**config.mk**
```make
export PLATFORM = sky130hd
export DESIGN_NAME = post_dec_pipe
export DESIGN_NICKNAME = d
export VERILOG_FILES = /design/src/rtl/post_dec_pipe.sv
export SDC_FILE = /design/constraint.sdc
export NUM_CORES = 1
export LEC_CHECK = 0
export CORE_AREA = 2 2 310 312
export DETAILED_ROUTE_END_ITERATION = 8
export DIE_AREA = 0 0 312 314
export GPL_TIMING_DRIVEN = 1
export MAX_ROUTING_LAYER = met4
export PLACE_DENSITY = 0.37
export RECOVER_POWER = 25
export SYNTH_ARGS = -nofsm -noshare
export SYNTH_HDL_FRONTEND = slang
export SYNTH_SLANG_ARGS = --single-unit
```
**constraint.sdc**
```tcl
create_clock -name clk -period 4.2 [get_ports clk]
set_input_delay 0.63 -clock clk [delete_from_list [all_inputs] [get_ports clk]]
set_output_delay 0.63 -clock clk [all_outputs]
set_load 0.005 [all_outputs]
```
**src/rtl/post_dec_pipe.sv**
```systemverilog
// -----------------------------------------------------------------------------
// post_dec_pipe
//   Post-decode pipeline register chain. Stage 0 is execute entry, stage LD-1
//   the oldest. In-flight micro-instructions are exposed to forward_control,
//   whose per-stage hit flags pick forwarded operands for the execute-entry
//   register. A hit on a stage whose result is not final yet inserts a bubble
//   and holds decode.
//
// Ports
//   clk, rstn          clock, asynchronous active-low reset
//   flush              squash every in-flight instruction
//   dec_valid          dec_miinst is a real instruction
//   dec_miinst         instruction leaving decode
//   dec_{d,s,t}_val    register-file operand values
//   forward_from       per-stage d/s/t hit flags from forward_control
//   stage_result       destination value produced by each stage
//   stage_result_rdy   stage_result[i] is final this cycle
//   dec_ready          decode instruction accepted this cycle
//   post_dec_miinst    stage registers, index 0 youngest
//   exe_{d,s,t}_val    forwarded operands aligned with post_dec_miinst[0]
//   stall_cycles       saturating stall-cycle counter
// -----------------------------------------------------------------------------
package post_dec_pkg;
    // All-zero encoding is the NOP: no register use flags set.
    typedef struct packed {
        logic [7:0]  opcode;
        logic        use_d;
        logic        use_s;
        logic        use_t;
        logic [4:0]  rd;
        logic [4:0]  rs;
        logic [4:0]  rt;
        logic [15:0] imm;
    } miinst_t;

    typedef struct packed {
        logic d;
        logic s;
        logic t;
    } fwd_t;

    localparam miinst_t MIINST_NOP = '0;
endpackage

// Per-operand forwarding select: youngest hitting stage wins, and only that
// stage's ready bit decides whether the operand is still pending.
module post_dec_opsel #(
    parameter int LD = 3,
    parameter int W  = 64
) (
    input  logic [LD-1:0]        hit,
    input  logic [LD-1:0][W-1:0] result,
    input  logic [LD-1:0]        rdy,
    input  logic [W-1:0]         reg_val,
    output logic [W-1:0]         val,
    output logic                 pending
);
    logic found;

    always_comb begin
        val     = reg_val;
        pending = 1'b0;
        found   = 1'b0;
        for (int i = 0; i < LD; i++) begin
            if (hit[i] && !found) begin
                found   = 1'b1;
                val     = result[i];
                pending = !rdy[i];
            end
        end
    end
endmodule

module post_dec_pipe
    import post_dec_pkg::*;
#(
    parameter int POST_DEC_LD = 3,
    parameter int W           = 64
) (
    input  logic                          clk,
    input  logic                          rstn,
    input  logic                          flush,
    input  logic                          dec_valid,
    input  miinst_t                       dec_miinst,
    input  logic [W-1:0]                  dec_d_val,
    input  logic [W-1:0]                  dec_s_val,
    input  logic [W-1:0]                  dec_t_val,
    input  fwd_t [POST_DEC_LD-1:0]        forward_from,
    input  logic [POST_DEC_LD-1:0][W-1:0] stage_result,
    input  logic [POST_DEC_LD-1:0]        stage_result_rdy,
    output logic                          dec_ready,
    output miinst_t [POST_DEC_LD-1:0]     post_dec_miinst,
    output logic [W-1:0]                  exe_d_val,
    output logic [W-1:0]                  exe_s_val,
    output logic [W-1:0]                  exe_t_val,
    output logic [31:0]                   stall_cycles
);
    localparam int LD   = POST_DEC_LD;
    localparam int NOPS = 3;  // operands d, s, t

    logic [NOPS-1:0][LD-1:0] hit;
    logic [NOPS-1:0][W-1:0]  reg_val;
    logic [NOPS-1:0][W-1:0]  op_val;
    logic [NOPS-1:0]         op_pend;
    logic                    stall;
    logic                    accept;

    assign reg_val[0] = dec_d_val;
    assign reg_val[1] = dec_s_val;
    assign reg_val[2] = dec_t_val;

    // Regroup per-stage flags into per-operand hit vectors.
    for (genvar i = 0; i < LD; i++) begin : g_hit
        assign hit[0][i] = forward_from[i].d;
        assign hit[1][i] = forward_from[i].s;
        assign hit[2][i] = forward_from[i].t;
    end

    for (genvar k = 0; k < NOPS; k++) begin : g_op
        post_dec_opsel #(.LD(LD), .W(W)) u_opsel (
            .hit     (hit[k]),
            .result  (stage_result),
            .rdy     (stage_result_rdy),
            .reg_val (reg_val[k]),
            .val     (op_val[k]),
            .pending (op_pend[k])
        );
    end

    // Flush wins over a hazard, so a flush cycle never counts as a stall.
    assign stall     = dec_valid & ~flush & (|op_pend);
    assign accept    = dec_valid & ~flush & ~stall;
    assign dec_ready = ~stall;

    always_ff @(posedge clk or negedge rstn) begin
        if (!rstn) begin
            post_dec_miinst <= '0;
            exe_d_val       <= '0;
            exe_s_val       <= '0;
            exe_t_val       <= '0;
        end else if (flush) begin
            post_dec_miinst <= '0;
            exe_d_val       <= '0;
            exe_s_val       <= '0;
            exe_t_val       <= '0;
        end else begin
            for (int i = LD - 1; i > 0; i--) begin
                post_dec_miinst[i] <= post_dec_miinst[i-1];
            end
            if (accept) begin
                post_dec_miinst[0] <= dec_miinst;
                exe_d_val          <= op_val[0];
                exe_s_val          <= op_val[1];
                exe_t_val          <= op_val[2];
            end else begin
                // Bubble: lets the producer advance one stage so the
                // recomputed flags can find its final result next cycle.
                post_dec_miinst[0] <= MIINST_NOP;
                exe_d_val          <= '0;
                exe_s_val          <= '0;
                exe_t_val          <= '0;
            end
        end
    end

    always_ff @(posedge clk or negedge rstn) begin
        if (!rstn) begin
            stall_cycles <= '0;
        end else if (stall && (stall_cycles != 32'hFFFF_FFFF)) begin
            stall_cycles <= stall_cycles + 32'd1;
        end
    end
endmodule
```
==> results.toml <==
[sta]
max_freq_mhz = 274
fin_ws_ps = 547
worstMarginPinSlew_ps = 2820
fin_setup_tns_ps = 0
setup_viol = 0
finClkSkew_ps = 10.7
fin_crit_ps = 3650
rsz0062_at_grt = "false"
finalMaxSlewViolations = 118
finalCritPeriodShare_pct = 87.0
finalHoldViolCount = 0
slew_headroom_pct = -87.9

[setup_path]
path_cells = "clkdlybuf4s50_1 -> or3b_4 -> a31oi_4 -> o311a_4 -> inv_2 -> clkdlybuf4s50_1"
r2r-end = "stall_cycles[1]"
critPathBufInv = 3
worst-r2r-cell-count = 6
worstPathRequired_ps = 3570
worst_setup_path_start_kind = "input pin"
cp_slowest_stage_delay_ps = 570
endpoint_kind = "output pin"
path_common_cell = "clkdlybuf4s50_1"
r2r_slack_ps = 1660
path_max_fanout = 17
r2r-start = "stall_cycles[22]"
path_class = "input pin to output pin"
cp_slowest_cell = "clkdlybuf4s50_1"
critPathTopFamily = "buffers and inverters"
cp_data_arrival_time_ps = 3020

[drt]
dr_wl_met3_um = 8520
wl_met2_um = 45700
first_pass_iters = 7
wirelength_um = 95300
highest_layer = "met4"
via_per_inst = 4.41
route.antenna.remaining_nets = 0
post_drt_wl_per_cell_um = 25.2
drt-initial-drc-count = 1153
num_vias = 16600
met1_length_um = 38900
drc = 0

[place]
gp_congestion = 0.862
hpwl_um = 69400
pre_cts_ws_ps = 490
io_buffer_count = 792
placed_cells = 3667

[yosys]
synth.distinct_cells = 39
synth_warnings = 0
synthTopCellsByCount = "382 x o21ai_0, 350 x dfrtp_1, 206 x nand2_1"
synth_ff_type = "dfrtp_1"
yosysMostFrequentCell = "o21ai_0"
ys_seq_elements = 350
synth.avg_cell_area_sq_um = 9.11
syn_area_sq_mm = 0.0156
synthArstFlopShare_pct = 100
yosysSeqAreaShare_pct = 56.2
yosys.area.top_type = "dfrtp_1"
postSynthCellCount = 1711
synth_enable_flop_cells = 0
synth_nets = 2154
yosysTopAreaCellShare_pct = 56.2
synth_area_leaders = "dfrtp_1 56%, o21ai_0 12%, o22ai_1 7.7%"

[grt]
gr-usage-all-layers_pct = 19.3
antenna_found_initial = 25
grt_pass1_vias = 16900
grt_pass1_wl_um = 133000
grt_max_degree = 87
grt-ovfl-total = 0

[power_and_ir_drop]
p_leak_uw = 0.0108
power.density_mw_per_mm2 = 346
ir_drop_v = 0.000239
power_uw = 9220

[final_layout]
final_nets = 2894
drive_gt1_share_pct = 5.78
fin_util_pct = 28.2
stdcell_count = 3775
syn_to_final_growth_pct = 70.8

[min_path]
holdPathEnd = "post_dec_miinst[79]"
hp-start = "post_dec_miinst[37]"
hold_class = "flop to flop"
min_path_cells = 1

[floorplan]
die_x_um = 312
rows = 113
die_h_um = 314
initial_utilization_pct = 16.5
core-area_sq_mm = 0.0944
io_pins = 793
die_area_sq_mm = 0.0980

[status]
violations = "max-capacitance violations, max-slew violations"
outcome = "complete, but fails checks"

[clock_network]
clockBufferDepth = 3
cts_tree = "done"
post_cts_buffers = 0
root_buffer = "clkbuf_16"
htreeDepth = 2
path_clk_slew_ps = 60
cts_resized = 0
cts.sinks = 350
clk_latency_ps = 590
numCtsBuffers = 47
cts_hold_buf = 0

[run]
maxCapViolCount = 2
-- through the flow --
stage / instance area [sq um] / hold WS [ps]
detailed placement: 25000 / 477
floorplan: 15600 / 334
global placement: 25000 / 471
CTS: 26600 / 106
global route: 26600 / 497
finish: 26600 / 478
-- power by group --
part | internal (uW) | switching [uW]
combinational | 766 | 751
sequential | 3470 | 82.1
clock | 2480 | 1660
total | 6720 | 2500
-- registers in the layout (all words and copies together) (netlist names) --
name / flops
exe_s_val: 64
exe_d_val: 64
stall_cycles: 32
exe_t_val: 64
post_dec_miinst: 126
-- cells in the final DEF, fill, tap and decap left out, types with 3 or more instances in the layout --
cell type and instances:
clkdlybuf4s50_1 787, o21ai_0 382, dfrtp_1 350, nand2_1 206
nor2_1 198, o22ai_1 191, nor2b_1 84, clkbuf_16 48
and2_1 43, buf_4 28, diode_2 20, xnor2_1 15
nand4_1 14, clkbuf_1 14, clkinv_2 13, xor2_1 13
nand3_1 11, nor3_1 11, clkbuf_8 11, buf_12 9
and3_1 7, nor4_1 5, clkinvlp_4 4, or2_4 3
nor4_2 3, and4_1 3, or4_4 3, or3b_4 3
nand2b_1 3, bufinv_16 3
-- kinds of logic after synthesis --
family | share of synthesized area, %
DFF | 56.2
adders and majority gates | 0.0803
AOI/OAI and AO/OA | 20.3
xor gates and xnor gates | 1.78
buffers and inverters | 3.60
muxes | 0.145
and+or+nand+nor | 17.9
-- metal layers --
layer | GRT usage, % | vias to the layer above
met5 | - | -
li1 | - | 7462
met2 | 31.6 | 885
met4 | 4.46 | 0
met1 | 22.8 | 8145
met3 | 6.61 | 138
-- worst max path at each step --
stage / from / end / cells past startpoint
2_1_floorplan: forward_from[2] / stall_cycles[15] / 6
3_3_place_gp: forward_from[4] / dec_ready / 6
3_5_place_dp: forward_from[4] / dec_ready / 6
4_1_cts: forward_from[4] / dec_ready / 6
5_1_grt: rstn / post_dec_miinst[108] / 2
6_report: forward_from[4] / dec_ready / 6
-- layout make-up --
cell class,count,area [sq um]
Antenna cell,20,50.0
Clock buffer,67,1380
Clock inverter,21,213
Fill cell,10100,67800
Inverter,5,22.5
Multi-Input combinational cell,1214,6290
Sequential cell,350,8760
Tap cell,1265,1580
Timing Repair Buffer,833,8310
(Power assumes the default switching activity.)
